**config.mk**
```make
export PLATFORM = sky130hd
export DESIGN_NAME = gray_frame_ctrl_flat
export DESIGN_NICKNAME = d
export VERILOG_FILES = /design/src/rtl/sobel_pkg.sv /design/src/rtl/gray_frame_ctrl_if.sv /design/src/rtl/rgb_to_grayscale.sv /design/src/rtl/gray_frame_ctrl.sv /design/src/flat_wrapper.sv
export SDC_FILE = /design/constraint.sdc
export NUM_CORES = 1
export LEC_CHECK = 0
export BUFFER_PORTS_ARGS = -buffer_cell sky130_fd_sc_hd__clkbuf_2
export CAP_MARGIN = 30
export CORE_UTILIZATION = 50
export DETAILED_ROUTE_END_ITERATION = 7
export PLACE_DENSITY_LB_ADDON = 0.2
export SETUP_SLACK_MARGIN = 0.2
export SYNTH_ARGS = -nofsm -noshare
export SYNTH_HDL_FRONTEND = slang
export SYNTH_SLANG_ARGS = --single-unit
```
**constraint.sdc**
```tcl
create_clock -name clk -period 4.22 [get_ports clk]
set_clock_uncertainty 0.2 [all_clocks]
set_input_delay 0.633 -clock clk [delete_from_list [all_inputs] [get_ports clk]]
set_output_delay 0.633 -clock clk [all_outputs]
set_load 0.05 [all_outputs]
```
**src/rtl/sobel_pkg.sv**
```systemverilog
// rtl/sobel_pkg.sv - shared types and constants for the Sobel pipeline
package sobel_pkg;

    localparam int PIX_W         = 8;
    localparam int IMG_W_DEFAULT = 320;
    localparam int IMG_H_DEFAULT = 240;

    typedef enum logic [2:0] {
        ST_IDLE,
        ST_WAIT_VSYNC,
        ST_CAPTURE,
        ST_DRAIN,
        ST_PROCESS
    } gray_ctrl_state_t;

endpackage

```
**src/rtl/gray_frame_ctrl_if.sv**
```systemverilog
// rtl/gray_frame_ctrl_if.sv - camera pixel input and frame-buffer write bus
// Camera side: cam_vsync_i, cam_valid_i, red_i/green_i/blue_i (no backpressure).
// Buffer side: wr_en_o, wr_addr_o (raster address), wr_data_o (gray value).
// slave = gray_frame_ctrl, master = the camera / frame-buffer environment.
interface gray_frame_ctrl_if #(
    parameter int ADDR_W = 17
) ();
    import sobel_pkg::*;

    logic              cam_vsync_i;
    logic              cam_valid_i;
    logic [PIX_W-1:0]  red_i;
    logic [PIX_W-1:0]  green_i;
    logic [PIX_W-1:0]  blue_i;
    logic              wr_en_o;
    logic [ADDR_W-1:0] wr_addr_o;
    logic [PIX_W-1:0]  wr_data_o;

    modport master (
        output cam_vsync_i, cam_valid_i, red_i, green_i, blue_i,
        input  wr_en_o, wr_addr_o, wr_data_o
    );

    modport slave (
        input  cam_vsync_i, cam_valid_i, red_i, green_i, blue_i,
        output wr_en_o, wr_addr_o, wr_data_o
    );
endinterface

```
**src/rtl/rgb_to_grayscale.sv**
```systemverilog
// rtl/rgb_to_grayscale.sv - one-cycle RGB to gray converter
// Ports: clk, rst (async, active high), cam_done_i (pixel strobe),
//        red_i/green_i/blue_i in; gray_o, gray_valid_o out one cycle later.
// Luma approximation: R/4 + G/2 + B/16 (max 205, never overflows 8 bits).
module rgb_to_grayscale
    import sobel_pkg::*;
(
    input  logic             clk,
    input  logic             rst,
    input  logic             cam_done_i,
    input  logic [PIX_W-1:0] red_i,
    input  logic [PIX_W-1:0] green_i,
    input  logic [PIX_W-1:0] blue_i,
    output logic [PIX_W-1:0] gray_o,
    output logic             gray_valid_o
);
    logic [PIX_W-1:0] gray_q, gray_d;
    logic             valid_q, valid_d;

    always_comb begin
        gray_d  = gray_q;
        valid_d = cam_done_i;
        if (cam_done_i) begin
            gray_d = {2'b00, red_i[PIX_W-1:2]}
                   + {1'b0, green_i[PIX_W-1:1]}
                   + {4'b0000, blue_i[PIX_W-1:4]};
        end
    end

    always_ff @(posedge clk or posedge rst) begin
        if (rst) begin
            gray_q  <= '0;
            valid_q <= 1'b0;
        end else begin
            gray_q  <= gray_d;
            valid_q <= valid_d;
        end
    end

    assign gray_o       = gray_q;
    assign gray_valid_o = valid_q;
endmodule

```
**src/rtl/gray_frame_ctrl.sv**
```systemverilog
// rtl/gray_frame_ctrl.sv - frame sequencer for the grayscale stage
// Ports: clk, rst (async, active high); start_i arm, cont_i continuous mode,
//        sobel_done_i buffer release; bus (slave) carries camera pixels in and
//        frame-buffer writes out; sobel_start_o/frame_done_o handoff pulses,
//        busy_o, short_frame_o, frame_cnt_o status.
module gray_frame_ctrl
    import sobel_pkg::*;
#(
    parameter int IMG_W  = IMG_W_DEFAULT,
    parameter int IMG_H  = IMG_H_DEFAULT,
    parameter int ADDR_W = 17
) (
    input  logic                clk,
    input  logic                rst,
    input  logic                start_i,
    input  logic                cont_i,
    input  logic                sobel_done_i,
    gray_frame_ctrl_if.slave    bus,
    output logic                sobel_start_o,
    output logic                frame_done_o,
    output logic                busy_o,
    output logic                short_frame_o,
    output logic [7:0]          frame_cnt_o
);
    gray_ctrl_state_t  state_q, state_d;
    logic [ADDR_W-1:0] col_q, col_d, row_q, row_d;
    logic [ADDR_W-1:0] addr_q, addr_d;
    logic              busy_q, busy_d;
    logic              handoff_q, handoff_d;
    logic              short_q, short_d;
    logic [7:0]        frame_cnt_q, frame_cnt_d;

    logic              restart;
    logic              accept;
    logic              pix_last;
    logic [ADDR_W-1:0] pix_col, pix_row, pix_idx;

    always_comb begin
        state_d     = state_q;
        col_d       = col_q;
        row_d       = row_q;
        addr_d      = addr_q;
        handoff_d   = 1'b0;
        short_d     = 1'b0;
        frame_cnt_d = frame_cnt_q;

        // vsync restarts the raster in both WAIT_VSYNC and CAPTURE; a pixel
        // arriving with it is pixel 0 of the new frame.
        restart  = bus.cam_vsync_i && (state_q == ST_WAIT_VSYNC || state_q == ST_CAPTURE);
        accept   = bus.cam_valid_i && (state_q == ST_CAPTURE || restart);
        pix_col  = restart ? '0 : col_q;
        pix_row  = restart ? '0 : row_q;
        pix_idx  = pix_row * ADDR_W'(IMG_W) + pix_col;
        pix_last = (pix_col == ADDR_W'(IMG_W - 1)) && (pix_row == ADDR_W'(IMG_H - 1));

        case (state_q)
            ST_IDLE:       if (start_i) state_d = ST_WAIT_VSYNC;
            ST_WAIT_VSYNC: if (bus.cam_vsync_i) state_d = ST_CAPTURE;
            ST_CAPTURE:    if (bus.cam_vsync_i) short_d = 1'b1;
            ST_DRAIN: begin
                state_d     = ST_PROCESS;
                handoff_d   = 1'b1;
                frame_cnt_d = frame_cnt_q + 8'd1;
            end
            ST_PROCESS:    if (sobel_done_i) state_d = cont_i ? ST_WAIT_VSYNC : ST_IDLE;
            default:       state_d = ST_IDLE;
        endcase

        if (restart) begin
            col_d = '0;
            row_d = '0;
        end

        if (accept) begin
            addr_d = pix_idx;
            if (pix_last) begin
                state_d = ST_DRAIN;
                col_d   = '0;
                row_d   = '0;
            end else if (pix_col == ADDR_W'(IMG_W - 1)) begin
                col_d = '0;
                row_d = pix_row + 1'b1;
            end else begin
                col_d = pix_col + 1'b1;
                row_d = pix_row;
            end
        end

        busy_d = (state_d != ST_IDLE);
    end

    always_ff @(posedge clk or posedge rst) begin
        if (rst) begin
            state_q     <= ST_IDLE;
            col_q       <= '0;
            row_q       <= '0;
            addr_q      <= '0;
            busy_q      <= 1'b0;
            handoff_q   <= 1'b0;
            short_q     <= 1'b0;
            frame_cnt_q <= '0;
        end else begin
            state_q     <= state_d;
            col_q       <= col_d;
            row_q       <= row_d;
            addr_q      <= addr_d;
            busy_q      <= busy_d;
            handoff_q   <= handoff_d;
            short_q     <= short_d;
            frame_cnt_q <= frame_cnt_d;
        end
    end

    // The converter only sees accepted pixels, so its valid output is the
    // write strobe, aligned with addr_q.
    rgb_to_grayscale u_gray (
        .clk          (clk),
        .rst          (rst),
        .cam_done_i   (accept),
        .red_i        (bus.red_i),
        .green_i      (bus.green_i),
        .blue_i       (bus.blue_i),
        .gray_o       (bus.wr_data_o),
        .gray_valid_o (bus.wr_en_o)
    );

    assign bus.wr_addr_o  = addr_q;
    assign sobel_start_o  = handoff_q;
    assign frame_done_o   = handoff_q;
    assign busy_o         = busy_q;
    assign short_frame_o  = short_q;
    assign frame_cnt_o    = frame_cnt_q;
endmodule

```
**src/flat_wrapper.sv**
```systemverilog
// flat-port wrapper written by rule: the top's interface ports become plain ports
module gray_frame_ctrl_flat import sobel_pkg::*;
#(
    parameter int IMG_W  = IMG_W_DEFAULT,
    parameter int IMG_H  = IMG_H_DEFAULT,
    parameter int ADDR_W = 17
)
  (clk, rst, start_i, cont_i, sobel_done_i, sobel_start_o, frame_done_o, busy_o, short_frame_o, frame_cnt_o, bus_cam_vsync_i, bus_cam_valid_i, bus_red_i, bus_green_i, bus_blue_i, bus_wr_en_o, bus_wr_addr_o, bus_wr_data_o);
  gray_frame_ctrl_if #(.ADDR_W(ADDR_W)) bus_i ();
  input  logic clk;
  input  logic rst;
  input  logic start_i;
  input  logic cont_i;
  input  logic sobel_done_i;
  output logic sobel_start_o;
  output logic frame_done_o;
  output logic busy_o;
  output logic short_frame_o;
  output logic [7:0] frame_cnt_o;
  input wire logic [$bits(bus_i.cam_vsync_i)-1:0] bus_cam_vsync_i;
  input wire logic [$bits(bus_i.cam_valid_i)-1:0] bus_cam_valid_i;
  input wire logic [$bits(bus_i.red_i)-1:0] bus_red_i;
  input wire logic [$bits(bus_i.green_i)-1:0] bus_green_i;
  input wire logic [$bits(bus_i.blue_i)-1:0] bus_blue_i;
  output wire logic [$bits(bus_i.wr_en_o)-1:0] bus_wr_en_o;
  output wire logic [$bits(bus_i.wr_addr_o)-1:0] bus_wr_addr_o;
  output wire logic [$bits(bus_i.wr_data_o)-1:0] bus_wr_data_o;
  assign bus_i.cam_vsync_i = bus_cam_vsync_i;
  assign bus_i.cam_valid_i = bus_cam_valid_i;
  assign bus_i.red_i = bus_red_i;
  assign bus_i.green_i = bus_green_i;
  assign bus_i.blue_i = bus_blue_i;
  assign bus_wr_en_o = bus_i.wr_en_o;
  assign bus_wr_addr_o = bus_i.wr_addr_o;
  assign bus_wr_data_o = bus_i.wr_data_o;
  gray_frame_ctrl #(.IMG_W(IMG_W), .IMG_H(IMG_H), .ADDR_W(ADDR_W)) u_core (.clk(clk), .rst(rst), .start_i(start_i), .cont_i(cont_i), .sobel_done_i(sobel_done_i), .bus(bus_i), .sobel_start_o(sobel_start_o), .frame_done_o(frame_done_o), .busy_o(busy_o), .short_frame_o(short_frame_o), .frame_cnt_o(frame_cnt_o));
endmodule
```
==> impl_metrics.toml, run 1 <==
[pwr]
peakVddDrop_v = 0.000251
leakagePower_nw = 2.67
total_power_mw = 2.28
combPwrFrac_pct = 33.9
intPower_mw = 1.36
p_sw_share_pct = 40.5
clkPwrFrac_pct = 27.4
p_sw_uw = 924
p_seq_share_pct = 38.7
p_per_area_mw_per_mm2 = 432

[floorplan]
initial_core_util_pct = 52.5
ioPinCount = 69
die_y_um = 98.4
core_area_mm2 = 0.00885
die_width_um = 98.4
rows = 34
die_area_mm2 = 0.00968

[critical_path]
cp_max_fo = 7
start_kind = "register"
path_cells = "xor2_2, and2_2, nor2_1, ha_1, fa_1, a21o_1, a21oi_2, xnor2_1, ha_1, a21oi_1, o21bai_1, a21o_1, a41oi_1, xnor2_1, o21ai_0"
worstSetupEndpointType = "register"
startpoint = "u_core.state_q[1]"
cp_num_buf_inv = 0
r2r_start = "u_core.state_q[1]"
path_depth = 15
cp_data_arrival_time_ns = 3.80
r2r_slack_ns = 0.45
cpPeakStageDelay_ns = 0.46
r2r-end = "u_core.bus.wr_addr_o[16]"
worstSetupEndpoint = "u_core.bus.wr_addr_o[16]"
critical_path_class = "reg2reg"
crit_path_top_delay_cell = "dfrtp_1"
worstPathRequired_ns = 4.25
r2r_cells = 15
cpLargestDelayFamily = "compound AO/OA/AOI/OAI gates"

[routing]
postRouteAntennaNets = 0
drtIter0Drc = 214
drtPass1Iterations = 7
drc_errors = 0
post_drt_wl_per_cell_um = 14.3
wirelength_mm = 9.70
routed-via-count = 3697
vias_per_cell = 5.45

[global_route]
grt_antenna_before_repair = 0
grt_pass1_vias = 3815
grt_pass1_wl_mm = 17.1
grt_max_degree = 48
grt_usage_pct = 22.1
overflow = 0

[synth]
ys_warn_count = 0
syn_inst = 502
synthArstFlopShare_pct = 100
ys_seq_elements = 74
yosys.cell_types.count = 57
ys_seq_area_share_pct = 39.8
ys.flop_type = "dfrtp_1"
yosysTopAreaCell = "dfrtp_1"
synth.avg_cell_area_um2 = 9.26
synth_nets = 570
synthDominantCellAreaShare_pct = 39.8
synth_area_leaders = "dfrtp_1, ha_1, xnor2_1, nand2_1, xor2_1"
synth_edf_count = 0
synth_area_mm2 = 0.00465

[run]
max_cap_viol_count = 0

[placed_design]
gp_congestion = 0.865
port_buffers = 61
place_hpwl_mm = 7.22
place_ws_ns = 0.172

[sta]
setup_viol = 0
maxSlewHeadroom_pct = 46.8
finalSetupTns_ns = 0
worst_slack_ns = 0.446
rsz0062_at_grt = "yes"
max_freq_mhz = 265
hold_viol = 0
fin_crit_sh_pct = 89.4
tightest_slew_ns = 0.797
period_needed_ns = 3.77
slew_violations = 0

[layout]
drive_gt1_share_pct = 19.1
fin_util_pct = 59.7
nNetsFinal = 633
area_growth_syn_to_layout_pct = 13.7
diodes = 0

[clocking]
ctsHoldBuffers = 0
cts_max_path_buffers = 2
clock_sinks = 74
clk_latency_ns = 0.36
root_buffer = "clkbuf_8"
path_clk_slew_ns = 0.09
htree_levels = 3
numCtsBuffers = 9
tritoncts = "built"

[outcome]
status = "finished, final reports clean"

[hold_path]
hold_path_class = "in2async"
## synth_stat cells, types with 6 or more instances
| master | count |
|---|---|
| nor2_1 | 32 |
| a21o_1 | 7 |
| inv_1 | 24 |
| xor2_1 | 25 |
| xnor2_1 | 32 |
| dfrtp_1 | 74 |
| o21ai_0 | 33 |
| nand4_1 | 10 |
| and2_1 | 13 |
| nand3_1 | 23 |
| a21oi_1 | 23 |
| nor3_1 | 8 |
| nand2_1 | 73 |
| nand2b_1 | 6 |
| ha_1 | 31 |
| fa_1 | 6 |
| and3_1 | 12 |
| clkbuf_1 | 12 |
## cell usage in the layout, fill, tap and decap left out, types with 3 or more instances in the layout
master,n
xor2_1,24
dfrtp_1,74
clkbuf_2,61
nand4_1,10
nand2_1,73
a21o_1,7
ha_1,31
a21oi_1,22
and3_1,12
nor2_1,32
inv_1,23
nand2b_1,6
o21bai_1,4
o21ai_0,33
clkbuf_8,9
nand3_1,23
buf_4,11
fa_1,6
nor3_1,8
nor4_1,3
xnor2_1,32
and2_1,13
or3_1,3
## worst min path at each step
stage / endpoint / from / cells past startpoint / slack (ns)
after floorplan: u_core.row_q[16] / u_core.row_q[16] / 2 / 0.31
after global placement: u_core.bus.wr_addr_o[13] / u_core.bus.wr_addr_o[13] / 2 / 0.26
after detailed placement: u_core.bus.wr_addr_o[7] / u_core.bus.wr_addr_o[7] / 2 / 0.26
after CTS: u_core.frame_cnt_o[7] / rst / 2 / 0.22
after global routing: u_core.frame_cnt_o[7] / rst / 2 / 0.25
final: u_core.bus.wr_addr_o[9] / rst / 2 / 0.20
## cell type report
class,count,area [µm²]
clock inverter,7,100
sequential,74,1850
inverter,25,93.8
clock buffer,9,124
multi-input combinational,383,2590
fill,766,3570
tap,108,135
timing repair buffer,72,388
## power by group through the flow
stage | clock (mW) | sequential (mW) | combinational, mW
2_1_floorplan | 0 | 1.13 | 0.319
3_3_place_gp | 0 | 0.886 | 0.736
3_5_place_dp | 0 | 0.890 | 0.750
4_1_cts | 0.638 | 0.878 | 0.752
5_1_grt | 0.670 | 0.895 | 0.843
6_report | 0.626 | 0.883 | 0.772
## stage by stage
| stage | cell area (µm²) | std cells | hold WS (ns) |
|---|---|---|---|
| after floorplan | 4650 | 502 | 0.306 |
| after global placement | 5030 | 660 | 0.260 |
| after detailed placement | 5030 | 660 | 0.265 |
| after CTS | 5250 | 676 | 0.221 |
| after global routing | 5280 | 678 | 0.248 |
| final | 5280 | 678 | 0.196 |
## routing by layer
metal	wire (µm)	share of wire (%)	GRT usage, %
met2	4760	49	38.0
met3	375	3.9	3.94
met1	4390	45	27.5
met5	0	0	0
met4	171	1.8	9.18
## registers in the layout, indices dropped and copies added (netlist names)
name	cells
u_core.frame_done_o	1
u_core.col_q	17
u_core.busy_o	1
u_core.frame_cnt_o	8
u_core.bus.wr_addr_o	17
u_core.state_q	3
u_core.u_gray.gray_o	8
u_core.row_q	17
u_core.u_gray.gray_valid_o	1
u_core.short_frame_o	1
## logic make-up (layout without fill, tap and decap cells)
kind of cell               Yosys count  after routing  share of synthesized area (%)
buffers and inverters               45            113                           4.85
adders and majority gates           38             38                           11.1
muxes                                1              1                          0.242
AOI/OAI and AO/OA                   83             83                           10.7
DFF                                 74             74                           39.8
and+or+nand+nor                    204            204                           22.5
xor gates and xnor gates            57             57                           10.7
## repair_timing
action | CTS | global route
hold endpoints to repair | 0 | 0
buffers inserted | 0 | 2
setup endpoints to repair | 0 | 3
resized for setup | 0 | 3
No activity file was read; power rests on OpenSTA's default activity.
==> inputs of run 2 (changes only) <==
--- a/config.mk
+++ b/config.mk
@@ -5,7 +5,7 @@
 export SDC_FILE = /design/constraint.sdc
 export NUM_CORES = 1
 export LEC_CHECK = 0
-export BUFFER_PORTS_ARGS = -buffer_cell sky130_fd_sc_hd__clkbuf_2
+export BUFFER_PORTS_ARGS = -buffer_cell sky130_fd_sc_hd__buf_4
 export CAP_MARGIN = 30
 export CORE_UTILIZATION = 50
 export DETAILED_ROUTE_END_ITERATION = 7
==> run 2 against run 1 <==
Compared with the run above:
- the run now ends with DRC left
- fmax rose by 0.73%
- critical path type unchanged
- final area rose by 2.1%
- die area did not move
- via count barely moved
- critical path depth did not move
- combinational power rose by 5.8%
- worst hold slack got worse by 0.034 ns
==> impl_metrics.toml, run 2 (synthesis results as in run 1) <==
[pwr]
p_per_area_mw_per_mm2 = 418
leakagePower_nw = 2.68
total_power_mw = 2.25
peakVddDrop_v = 0.000267

[global_route]
grt_pass1_wl_mm = 16.9
grt_pass1_vias = 3700
grt_usage_pct = 21.9
grt_antenna_before_repair = 0
overflow = 0
grt_max_degree = 48

[sta]
fin_crit_sh_pct = 88.8
worst_slack_ns = 0.474
max_freq_mhz = 267
finalSetupTns_ns = 0
maxSlewHeadroom_pct = 58.1
tightest_slew_ns = 0.628
whs_ns = 0.162
slew_violations = 0
rsz0062_at_grt = "no"
setup_viol = 0
hold_viol = 0
period_needed_ns = 3.75

[layout]
area_growth_syn_to_layout_pct = 16.0
fin_area_mm2 = 0.00539
fin_util_pct = 60.9
multi_input_area_mm2 = 0.00258
diodes = 0
final_common_cell = "dfrtp_1"
nNetsFinal = 632
regArea_mm2 = 0.00185
drive_gt1_share_pct = 18.8
fillers = 747
layout.cells.non_filler = 677
final_cell_mix = "dfrtp_1, nand2_1, buf_4"

[clocking]
path_clk_slew_ns = 0.08
numCtsBuffers = 9
tritoncts = "built"
htree_levels = 3
cts_max_path_buffers = 2
root_buffer = "clkbuf_8"
ctsHoldBuffers = 0
clk_latency_ns = 0.35
clock_sinks = 74

[critical_path]
worstPathRequired_ns = 4.24
cpPeakStageDelay_ns = 0.48
cp_data_arrival_time_ns = 3.76
start_kind = "register"
path_cells = "nor2b_2, nand2_1, and3_1, ha_1, fa_1, a21o_1, a21oi_2, xnor2_1, ha_1, a21oi_1, o21bai_1, a21o_1, a41oi_1, xnor2_1, o21ai_0"
crit_path_top_delay_cell = "dfrtp_1"
critical_path_class = "reg2reg"
cp_max_fo = 9
worstSetupEndpointType = "register"

[placed_design]
placed_area_mm2 = 0.00518
place_hpwl_mm = 7.35
gp_congestion = 0.860
place_inst = 660
place_ws_ns = 0.225
port_buffers = 61

[routing]
post_drt_wl_per_cell_um = 14.5
routed-via-count = 3694
vias_per_cell = 5.46
drc_errors = 2
wirelength_mm = 9.80
drtPass1Iterations = 6
drtIter0Drc = 245
postRouteAntennaNets = 0

[floorplan]
die_width_um = 98.4
die_area_mm2 = 0.00968
die_y_um = 98.4
rows = 34
initial_core_util_pct = 52.5
core_area_mm2 = 0.00885
ioPinCount = 69

[run]
max_cap_viol_count = 0

[hold_path]
hold_path_class = "in2async"

[outcome]
violations = "DRC"
status = "finished, violations left"
run 2: cell count changes in the layout (fill, tap and decap cells not counted), sizes merged:
cell,previous run,this run
buf,11,71
clkbuf,70,10
clkinvlp,0,3
clkinv,3,1
bufinv,2,1
inv,27,26
run 2: report_power, final:
| group | total [mW] | switching, mW | internal [mW] |
|---|---|---|---|
| Combinational | 0.817 | 0.556 | 0.261 |
| Sequential | 0.883 | 0.0802 | 0.803 |
| Clock | 0.553 | 0.279 | 0.274 |
| Total | 2.25 | 0.915 | 1.34 |
run 2: cell type report:
cell class / instances / area share [%]
well taps: 108 / 2.51
inverters: 25 / 1.74
flip-flops and latches: 74 / 34.3
multi-input cells: 383 / 47.9
repair buffers: 71 / 9.88
clock buffers: 10 / 2.37
clock inverters: 6 / 1.23
run 2: metal layers:
metal | track usage (%) | wire (µm) | up-vias
met5 | 0 | 0 | -
met4 | 9.30 | 148 | 0
met3 | 3.79 | 366 | 14
met2 | 37.5 | 4770 | 88
met1 | 27.4 | 4510 | 1742
li1 | - | - | 1850
run 2: final timing paths:
check / from / end / slack (ns) / depth (start not counted)
min: rst / u_core.frame_cnt_o[7] / 0.16 / 2
min reg2reg: u_core.u_gray.gray_o[0] / u_core.u_gray.gray_o[0] / 0.28 / 2
max in group asynchronous: rst / u_core.row_q[12] / 2.84 / 3
max: u_core.state_q[2] / u_core.bus.wr_addr_o[16] / 0.47 / 15
min in group clk: u_core.u_gray.gray_o[0] / u_core.u_gray.gray_o[0] / 0.28 / 2
max reg2reg: u_core.state_q[2] / u_core.bus.wr_addr_o[16] / 0.47 / 15
run 2: critical path, delay by kind of cell, from the launching register on:
| family | cells | cell delay, ns |
|---|---|---|
| XOR/XNOR | 2 | 0.34 |
| AND/OR/NAND/NOR | 3 | 0.55 |
| flip-flops | 1 | 0.48 |
| AO/OA/AOI/OAI | 7 | 1.09 |
| adder cells (fa/ha/maj) | 3 | 0.95 |
run 2: timing repair:
| item | 4_1_cts | 5_1_grt |
|---|---|---|
| setup buffers | 0 | 1 |
| gates resized for setup | 0 | 3 |
| endpoints found under the setup margin | 0 | 3 |
==> inputs of run 3 (changes only) <==
--- a/config.mk
+++ b/config.mk
@@ -10,6 +10,7 @@
 export CORE_UTILIZATION = 50
 export DETAILED_ROUTE_END_ITERATION = 7
 export PLACE_DENSITY_LB_ADDON = 0.2
+export REMOVE_ABC_BUFFERS = 1
 export SETUP_SLACK_MARGIN = 0.2
 export SYNTH_ARGS = -nofsm -noshare
 export SYNTH_HDL_FRONTEND = slang
==> constraint.sdc (replaced) <==
create_clock -name clk -period 3.4 [get_ports clk]
set_clock_uncertainty 0.2 [all_clocks]
set_input_delay 0.51 -clock clk [delete_from_list [all_inputs] [get_ports clk]]
set_output_delay 0.51 -clock clk [all_outputs]
set_load 0.05 [all_outputs]
==> run 3 against run 2 <==
Compared with the run above:
- the run ends with DRC, setup timing left
- fmax grew 8.4%
- sequential cell count is the same
- final cell count grew 7.4%
- power grew 30%
- global-route usage grew 1.2 points
- combinational power grew 37%
- clock power grew 33%
- via count grew 6.7%
- critical endpoint unchanged
- highest routed layer unchanged
==> impl_metrics.toml, run 3 (synthesis results as in run 1) <==
[placed_design]
place_inst = 702
place_hpwl_mm = 7.55
gp_congestion = 0.907
placed_area_mm2 = 0.00550
port_buffers = 61
place_ws_ns = -0.616

[routing]
drtPass1Iterations = 6
routed-via-count = 3941
drc_errors = 3
postRouteAntennaNets = 0
vias_per_cell = 5.42
drtIter0Drc = 131
wirelength_mm = 10.7
post_drt_wl_per_cell_um = 14.7

[floorplan]
die_y_um = 98.4
die_width_um = 98.4
rows = 34
core_area_mm2 = 0.00885
die_area_mm2 = 0.00968
initial_core_util_pct = 52.5
ioPinCount = 69

[critical_path]
cp_data_arrival_time_ns = 3.49
r2r_cells = 16
critical_path_class = "reg2reg"
worstPathRequired_ns = 3.43
start_kind = "register"
cp_max_fo = 6
worstSetupEndpointType = "register"

[clocking]
tritoncts = "built"
root_buffer = "clkbuf_8"
clock_sinks = 74
path_clk_slew_ns = 0.09
htree_levels = 3
ctsHoldBuffers = 0
cts_max_path_buffers = 2
clk_latency_ns = 0.35
numCtsBuffers = 9

[layout]
layout.cells.non_filler = 727
nNetsFinal = 682
fillers = 724
multi_input_area_mm2 = 0.00277
final_common_cell = "buf_4"
regArea_mm2 = 0.00185
diodes = 0
drive_gt1_share_pct = 30.2
fin_util_pct = 67.8
final_cell_mix = "buf_4, dfrtp_1, nand2_1"
area_growth_syn_to_layout_pct = 29.1
fin_area_mm2 = 0.00600

[pwr]
total_power_mw = 2.94
p_per_area_mw_per_mm2 = 490
peakVddDrop_v = 0.000429
leakagePower_nw = 2.94

[sta]
period_needed_ns = 3.46
maxSlewHeadroom_pct = 54.5
rsz0062_at_grt = "yes"
tightest_slew_ns = 0.681
hold_viol = 0
setup_viol = 2
max_freq_mhz = 289
fin_crit_sh_pct = 102
slew_violations = 0
worst_slack_ns = -0.0558

[global_route]
grt_pass1_wl_mm = 17.7
overflow = 0
grt_antenna_before_repair = 0
grt_usage_pct = 23.1
grt_max_degree = 48
grt_pass1_vias = 3884

[hold_path]
hold_path_class = "in2async"

[run]
max_cap_viol_count = 0

[outcome]
status = "finished, violations left"
violations = "DRC, setup timing"
-- run 3: changes by cell type in the layout (fill, tap and decap cells not counted), moves of 2 or more --
cell / before / now
a21oi_1: 22 / 18
a21oi_2: 1 / 4
and3_1: 12 / 6
and3_4: 0 / 6
buf_12: 0 / 2
buf_4: 71 / 118
ha_1: 31 / 26
ha_4: 0 / 4
nor2_1: 32 / 28
nor2_2: 1 / 5
o21ai_0: 33 / 29
o21ai_1: 1 / 3
o21ai_2: 0 / 2
-- run 3: layer usage --
metal | wire [µm] | track usage, % | up-vias
li1 | - | - | 1944
met1 | 4640 | 27.5 | 1880
met2 | 5350 | 40.9 | 93
met3 | 383 | 4.58 | 24
met4 | 277 | 9.53 | 0
met5 | 0 | 0 | -
-- run 3: repair_timing --
action / 4_1_cts / 5_1_grt
buffers inserted: 4 / 5
gates resized for setup: 30 / 15
endpoints found under the setup margin: 5 / 12
hold endpoints to repair: 0 / 0
pin swaps: 29 / 16
-- run 3: final timing paths --
kind                                             to  slack (ns)                  start
max                        u_core.bus.wr_addr_o[16]       -0.06      u_core.state_q[0]
min                        u_core.bus.wr_addr_o[13]        0.06                    rst
max reg2reg                u_core.bus.wr_addr_o[16]       -0.06      u_core.state_q[0]
min reg2reg                   u_core.frame_cnt_o[7]        0.28  u_core.frame_cnt_o[7]
max in group asynchronous   u_core.u_gray.gray_o[6]        2.16                    rst
min in group clk                  u_core.state_q[2]        0.24           sobel_done_i
-- run 3: layout make-up --
cell class,count,area share [%]
clock inverters,6,1.23
clock buffers,10,2.29
repair buffers,121,15.6
flip-flops and latches,74,30.9
well taps,108,2.25
inverters,25,1.56
multi-input cells,383,46.2
-- run 3: power breakdown --
part | leakage, nW | internal [mW] | switching [mW]
clock network | 0.101 | 0.368 | 0.369
logic | 1.83 | 0.389 | 0.732
registers | 1.01 | 0.997 | 0.0821
-- run 3: worst max-delay path, cell delays in order (launching register included) --
cell,delay (ns)
dfrtp_1,0.42
xor2_2,0.27
nand2_2,0.13
buf_6,0.15
and3_4,0.19
ha_4,0.29
nand3_1,0.11
o211ai_1,0.23
nor2_1,0.08
xnor2_1,0.18
ha_2,0.33
inv_1,0.09
o21bai_1,0.08
a21o_1,0.19
a41oi_2,0.18
xnor2_1,0.14
o21ai_1,0.07
-- run 3: stage by stage --
stage	setup TNS (ns)	hold slack, ns
floorplan	-1.69	0.306
global placement	-1.47	0.260
detailed placement	-1.94	0.272
CTS	0	0.0791
global route	-0.570	0.110
finish	-0.101	0.0587
